## src/rtl/pause_pkg.sv

```systemverilog
// Shared types and helpers for the video pause controller.
package pause_pkg;

    typedef enum logic [1:0] {
        RUN    = 2'd0,
        PAUSED = 2'd1,
        DIMMED = 2'd2
    } pause_state_t;

    localparam int DIM_W    = 2;
    localparam int SEC_W    = 8;
    localparam int CHAN_MAX = 16;

    // Logical right shift of one colour channel, bits above width forced to zero.
    function automatic logic [CHAN_MAX-1:0] shr_chan(input logic [CHAN_MAX-1:0] value,
                                                     input logic [DIM_W-1:0]    shift,
                                                     input int unsigned         width);
        logic [CHAN_MAX-1:0] mask;
        mask = (width >= CHAN_MAX) ? '1 : ((CHAN_MAX'(1) << width) - 1'b1);
        return (value & mask) >> shift;
    endfunction

endpackage

```

## src/rtl/tick_prescaler.sv

```systemverilog
// DIV-cycle divider: counts while enabled, clr wins, one-cycle tick on wrap.
module tick_prescaler #(
    parameter int DIV = 4
) (
    input  logic clk_i,
    input  logic rst_ni,
    input  logic clr_i,
    input  logic en_i,
    output logic tick_o
);
    localparam int CW = (DIV > 1) ? $clog2(DIV) : 1;
    localparam logic [CW-1:0] LAST = CW'(DIV - 1);

    logic [CW-1:0] cnt_q, cnt_d;

    assign tick_o = en_i & ~clr_i & (cnt_q == LAST);

    always_comb begin
        cnt_d = cnt_q;
        if (clr_i)
            cnt_d = '0;
        else if (en_i)
            cnt_d = tick_o ? '0 : cnt_q + 1'b1;
    end

    always_ff @(posedge clk_i or negedge rst_ni) begin
        if (!rst_ni) cnt_q <= '0;
        else         cnt_q <= cnt_d;
    end

endmodule

```

## src/rtl/video_pause_ctrl.sv

```systemverilog
// Merges user/OSD/external pause into one CPU halt and dims the RGB stream after idle time.
// Define PAUSE_FADE_EN for a stepped quarter-second fade instead of a single dim step.
module video_pause_ctrl
    import pause_pkg::*;
#(
    parameter int RW        = 3,
    parameter int GW        = 3,
    parameter int BW        = 2,
    parameter int NREQ      = 2,
    parameter int TICK_DIV  = 20000000,
    parameter int DIM_SEC   = 10,
    parameter int FADE_LVLS = 2
) (
    input  logic                  clk_sys,
    input  logic                  RESET_n,
    input  logic                  ce_pix,
    input  logic                  user_button,
    input  logic                  osd_open,
    input  logic [NREQ-1:0]       pause_req,
    input  logic [1:0]            options,
    input  logic [RW+GW+BW-1:0]   rgb_in,
    output logic [RW+GW+BW-1:0]   rgb_out,
    output logic                  pause_cpu,
    output logic [DIM_W-1:0]      dim_level,
    output logic [1:0]            state
);
    localparam int CW = RW + GW + BW;

    logic             btn_q, armed_q, tog_q;
    logic             btn_edge, soft_pause, hard_pause, sec_tick;
    pause_state_t     state_q;
    logic [DIM_W-1:0] dim_q, dim_step;
    logic [SEC_W-1:0] sec_q;
    logic             pause_q;
    logic [CW-1:0]    rgb_q, rgb_d;

    // armed_q blocks a button already held when reset releases from counting as a press.
    assign btn_edge   = user_button & ~btn_q & armed_q;
    assign soft_pause = tog_q | (osd_open & options[0]);
    assign hard_pause = |pause_req;

    always_ff @(posedge clk_sys or negedge RESET_n) begin
        if (!RESET_n) begin
            btn_q   <= 1'b0;
            armed_q <= 1'b0;
            tog_q   <= 1'b0;
        end else begin
            btn_q   <= user_button;
            armed_q <= armed_q | ~user_button;
            tog_q   <= tog_q ^ btn_edge;
        end
    end

    tick_prescaler #(.DIV(TICK_DIV)) u_sec (
        .clk_i (clk_sys),
        .rst_ni(RESET_n),
        .clr_i (state_q != PAUSED),
        .en_i  (state_q == PAUSED),
        .tick_o(sec_tick)
    );

    always_ff @(posedge clk_sys or negedge RESET_n) begin
        if (!RESET_n)
            sec_q <= '0;
        else if (state_q != PAUSED)
            sec_q <= '0;
        else if (sec_tick && sec_q != SEC_W'(DIM_SEC))
            sec_q <= sec_q + 1'b1;
    end

`ifdef PAUSE_FADE_EN
    localparam int QDIV = (TICK_DIV / 4 > 0) ? TICK_DIV / 4 : 1;
    logic fade_tick;

    tick_prescaler #(.DIV(QDIV)) u_fade (
        .clk_i (clk_sys),
        .rst_ni(RESET_n),
        .clr_i (state_q != DIMMED),
        .en_i  (state_q == DIMMED && options[1]),
        .tick_o(fade_tick)
    );

    always_comb begin
        dim_step = dim_q;
        if (dim_q == '0)
            dim_step = DIM_W'(1);
        else if (fade_tick && dim_q < DIM_W'(FADE_LVLS))
            dim_step = dim_q + 1'b1;
    end
`else
    assign dim_step = DIM_W'(1);
`endif

    always_ff @(posedge clk_sys or negedge RESET_n) begin
        if (!RESET_n) begin
            state_q <= RUN;
            dim_q   <= '0;
            pause_q <= 1'b0;
        end else begin
            pause_q <= soft_pause | hard_pause;
            case (state_q)
                RUN: if (soft_pause) state_q <= PAUSED;
                PAUSED: begin
                    if (!soft_pause)
                        state_q <= RUN;
                    else if (sec_q == SEC_W'(DIM_SEC) && options[1]) begin
                        state_q <= DIMMED;
                        dim_q   <= DIM_W'(1);
                    end
                end
                DIMMED: begin
                    // Dropping dim_q with the state change keeps the next pixel undimmed.
                    if (!soft_pause) begin
                        state_q <= RUN;
                        dim_q   <= '0;
                    end else if (!options[1])
                        dim_q <= '0;
                    else
                        dim_q <= dim_step;
                end
                default: begin
                    state_q <= RUN;
                    dim_q   <= '0;
                end
            endcase
        end
    end

    always_comb begin
        rgb_d = {RW'(shr_chan(CHAN_MAX'(rgb_in[CW-1 -: RW]),      dim_q, RW)),
                 GW'(shr_chan(CHAN_MAX'(rgb_in[GW+BW-1 -: GW]),   dim_q, GW)),
                 BW'(shr_chan(CHAN_MAX'(rgb_in[BW-1:0]),          dim_q, BW))};
    end

    always_ff @(posedge clk_sys or negedge RESET_n) begin
        if (!RESET_n)    rgb_q <= '0;
        else if (ce_pix) rgb_q <= rgb_d;
    end

    assign rgb_out   = rgb_q;
    assign pause_cpu = pause_q;
    assign dim_level = dim_q;
    assign state     = state_q;

endmodule

```

## config.mk

```make
export PLATFORM = sky130hd
export DESIGN_NAME = video_pause_ctrl
export DESIGN_NICKNAME = d
export VERILOG_FILES = /design/src/rtl/pause_pkg.sv /design/src/rtl/tick_prescaler.sv /design/src/rtl/video_pause_ctrl.sv
export SDC_FILE = /design/constraint.sdc
export NUM_CORES = 1
export LEC_CHECK = 0
export ABC_AREA = 0
export CAP_MARGIN = 20
export CORE_UTILIZATION = 55
export DETAILED_ROUTE_END_ITERATION = 6
export HOLD_SLACK_MARGIN = 0.1
export PLACE_DENSITY = 0.8
export SETUP_SLACK_MARGIN = 0.4
export SKIP_CTS_REPAIR_TIMING = 1
export SYNTH_ARGS = -nofsm -noshare
export SYNTH_HDL_FRONTEND = slang
export SYNTH_SLANG_ARGS = --single-unit
```

## constraint.sdc

```tcl
create_clock -name clk_sys -period 5.5 [get_ports clk_sys]
set_input_delay 1.1 -clock clk_sys [delete_from_list [all_inputs] [get_ports clk_sys]]
set_output_delay 1.1 -clock clk_sys [all_outputs]
set_load 0.05 [all_outputs]
```

==> qor.txt <==
LAYOUT
----------------------------------------------------------------------------------
Number of antenna diodes ............................................            0
Synthesis-to-finish area growth .....................................        17.7%
Fillers .............................................................          354
Share of final-layout standard cells stronger than drive strength 1 .        6.69%
Final Net Count .....................................................          306

MIN PATH
----------------------------------------------------------------------------------
Startpoint of the tightest hold check path ..........................      armed_q
Min-delay worst type ................................................ register to register

DIE
----------------------------------------------------------------------------------
Initial standard-cell utilization of the core .......................        57.4%
I/O pin cnt .........................................................           30
Die Footprint .......................................................     4850 µm²
Floorplan die height ................................................      69.6 µm
Area of the core region .............................................     4380 µm²
Number of core rows .................................................           24
DIE WIDTH ...........................................................      69.6 µm

PLACE
----------------------------------------------------------------------------------
Minimum setup slack after placement .................................      2800 ps
Detailed-placement wirelength estimate ..............................      3.32 mm
Count of port buffers added during placement ........................           28
Routability congestion estimate .....................................        0.810

SYNTH
----------------------------------------------------------------------------------
Post-Synth Simple-Gate Area .........................................        26.8%
Xor and xnor fraction of the mapped netlist area ....................        8.71%
Distinct cell type count of the synthesized netlist .................           42
Post-Synthesis Cell Area ............................................     2510 µm²
Fraction of the mapped netlist area in adder cells ..................        2.99%
Count of yosys warnings during synthesis ............................            0
EDFF count, synth ...................................................            0
Dominant combinational cell family by area after synthesis .......... simple AND/OR/NAND/NOR gates
Share of the yosys chip area belonging to registers .................        47.8%
Async set-reset flop share out of synthesis .........................         100%
Average size of a mapped cell .......................................     9.82 µm²
Commonest register cell after synthesis ............................. sky130_fd_sc_hd__dfrtp_1
Proportion of synthesized area in mux cells .........................        4.13%
Flop and latch count out of synthesis ...............................           48
Synthesized instance count ..........................................          256
Net count of the mapped netlist .....................................          279
Fraction of the mapped netlist area in compound gates ...............        5.87%

CTS
----------------------------------------------------------------------------------
Clock transition at the registers of the reported paths .............        90 ps
Num Clock Sinks .....................................................           48
Maximum level of the CTS H-tree .....................................            2
Root buffer selected by CTS ......................................... sky130_fd_sc_hd__clkbuf_8
Total clock buffers created by CTS ..................................            5
Clock insertion delay at the later pin of the skew report ...........       300 ps
Maximum count of clock buffers along a single path ..................            2
TritonCTS clock tree ................................................         done

STA
----------------------------------------------------------------------------------
Total setup violations reported at the end of the flow ..............            0
Upper clock frequency limit .........................................    0.350 GHz
Final worst setup slack .............................................      2640 ps
Worst Max-Slew Pin Slew .............................................       802 ps
Final TNS setup .....................................................         0 ps
Clk_skew ............................................................      7.51 ps
Tcrit/Tclk final ....................................................        52.0%
Clock period minus final worst setup slack ..........................      2860 ps
Max-slew violation count ............................................            0
Max_slew headroom ...................................................        46.4%
RSZ-0062 raised after global routing ................................        false
Number of failing hold endpoints at the final stage .................            0

SETUP PATH
----------------------------------------------------------------------------------
Capturing element type of the critical path .........................   output pin
Arrival time at the worst endpoint ..................................      1760 ps
Maximum cell stage delay along the critical path ....................       880 ps
Kind of cell adding the most delay to the critical path ............. buffers and inverters
Crit Path Class ..................................................... register to output pin
Number of buffer and inverter instances along the worst setup path ..            1
Required time at the worst-slack endpoint ...........................      4400 ps
Startpoint types ....................................................     register
Start of the worst register-to-register path ........................     state[1]
Slowest-stage cell, CP .............................................. sky130_fd_sc_hd__clkdlybuf4s50_1
Critical-path maximum fanout ........................................           10
List of cells traversed by the critical path ........................ clkdlybuf4s50_1
Worst setup path startpoint ......................................... dim_level[0]

POWER
----------------------------------------------------------------------------------
Power per cell area .................................................   338 nW/µm²
Lkg Pwr .............................................................      1.23 nW
Worst supply voltage drop on vdd ....................................       195 µV

GRT
----------------------------------------------------------------------------------
Antenna violations before repair ....................................            0
Via count of the first global-routing pass ..........................         1904
Global-route wire length before repair ..............................      8.34 mm
Sum of overflow across all layers after global routing ..............            0
Total GRT Usage .....................................................        21.6%
Pin count of the biggest net entering global routing ................           49

ROUTE
----------------------------------------------------------------------------------
Average wire per cell in the routed design ..........................      14.3 µm
Vias after detailed routing .........................................         1895
Starting DRC count in detailed routing ..............................           88
Post-route antenna net violation count ..............................            0
Via count normalized by instance count ..............................         5.64
Total routed wirelength .............................................      4.81 mm
First drt pass iteration count ......................................            4
DRC viols ...........................................................            0

RUN STATUS
----------------------------------------------------------------------------------
Run status ..........................................................    completed

RUN
----------------------------------------------------------------------------------
Maximum capacitance violations ......................................            0

[power breakdown]
part | internal, mW | total (mW) | switching [mW]
combinational | 0.103 | 0.299 | 0.196
clock | 0.160 | 0.278 | 0.118
sequential | 0.386 | 0.423 | 0.0375
[per-layer routing]
metal	track usage, %	up-vias	share of wire, %
met5	0	-	0
met4	8.22	0	1.2
met3	4.51	7	2.7
met2	35.8	28	50
met1	27.8	925	46
li1	-	935	-
[path summary, 6_finish.rpt]
path | slack (ps) | cells past startpoint | endpoint
max | 2640 | 1 | dim_level[0]
min | 470 | 1 | armed_q
max reg2reg | 2830 | 7 | u_sec.cnt_q[22]
min reg2reg | 470 | 1 | armed_q
max in group asynchronous | 4280 | 2 | u_sec.cnt_q[13]
min in group asynchronous | 720 | 1 | btn_q
[cell usage after synthesis, types with 3 or more instances]
| cell | instances | area share (%) |
|---|---|---|
| sky130_fd_sc_hd__dfrtp_1 | 48 | 48 |
| sky130_fd_sc_hd__nor2_1 | 39 | 5.8 |
| sky130_fd_sc_hd__nand2_1 | 18 | 2.7 |
| sky130_fd_sc_hd__xnor2_1 | 15 | 5.2 |
| sky130_fd_sc_hd__inv_1 | 12 | 1.8 |
| sky130_fd_sc_hd__nand3_1 | 12 | 2.4 |
| sky130_fd_sc_hd__xor2_1 | 10 | 3.5 |
| sky130_fd_sc_hd__a21oi_1 | 7 | 1.4 |
| sky130_fd_sc_hd__mux2i_1 | 7 | 2.8 |
| sky130_fd_sc_hd__nand2b_1 | 7 | 1.7 |
| sky130_fd_sc_hd__nand4_1 | 7 | 1.7 |
| sky130_fd_sc_hd__and3_1 | 6 | 1.5 |
| sky130_fd_sc_hd__ha_1 | 6 | 3.0 |
| sky130_fd_sc_hd__o21ai_1 | 6 | 1.2 |
| sky130_fd_sc_hd__clkbuf_1 | 5 | 0.75 |
| sky130_fd_sc_hd__and4_1 | 4 | 1.4 |
| sky130_fd_sc_hd__nand3b_1 | 4 | 1.2 |
| sky130_fd_sc_hd__nor4b_1 | 4 | 1.4 |
| sky130_fd_sc_hd__o21ai_0 | 4 | 0.80 |
| sky130_fd_sc_hd__buf_2 | 3 | 0.60 |
| sky130_fd_sc_hd__nor4_1 | 3 | 0.75 |
[area by class of cell]
type,count,area (µm²),area share (%)
sequential,48,1200,40.6
tap,52,65.1,2.20
timing repair buffer,29,295,9.97
clock buffer,7,96.3,3.25
inverter,13,48.8,1.65
multi-input combinational,186,1220,41.3
clock inverter,1,30.0,1.01
[registers in the layout, indices dropped and copies added, names as in the netlist]
| name | flops |
|---|---|
| armed_q | 1 |
| btn_q | 1 |
| dim_level | 1 |
| pause_cpu | 1 |
| rgb_out | 8 |
| sec_q | 8 |
| state | 2 |
| tog_q | 1 |
| u_sec.cnt_q | 25 |
[layout by cell type (no fill, tap or decap), drive strengths merged, types with 8 or more instances in the layout]
cell type,instances
clkdlybuf4s50,27
dfrtp,48
inv,13
nand2,18
nand3,12
nand4,8
nor2,39
o21ai,10
xnor2,15
xor2,10
[cell families after synthesis]
kind of cell | Yosys count
multiplexers | 10
flip-flops | 48
AO/OA/AOI/OAI | 25
adder cells (fa/ha/maj) | 6
other | 1
buffers and inverters | 22
XOR/XNOR | 25
AND/OR/NAND/NOR | 119
[per-stage QoR]
stage | std cells | cell area [µm²] | util, % | hold slack, ps | total power, mW
detailed placement | 327 | 2810 | 64.2 | 452 | 0.728
finish | 336 | 2960 | 67.5 | 474 | 1.00
global placement | 327 | 2810 | 64.2 | 451 | 0.716
floorplan | 256 | 2510 | - | 435 | 0.630
CTS | 335 | 2940 | 67.1 | 476 | 1.01
global route | 336 | 2960 | 67.5 | 495 | 1.05
No activity file was read; power rests on OpenSTA's default activity.
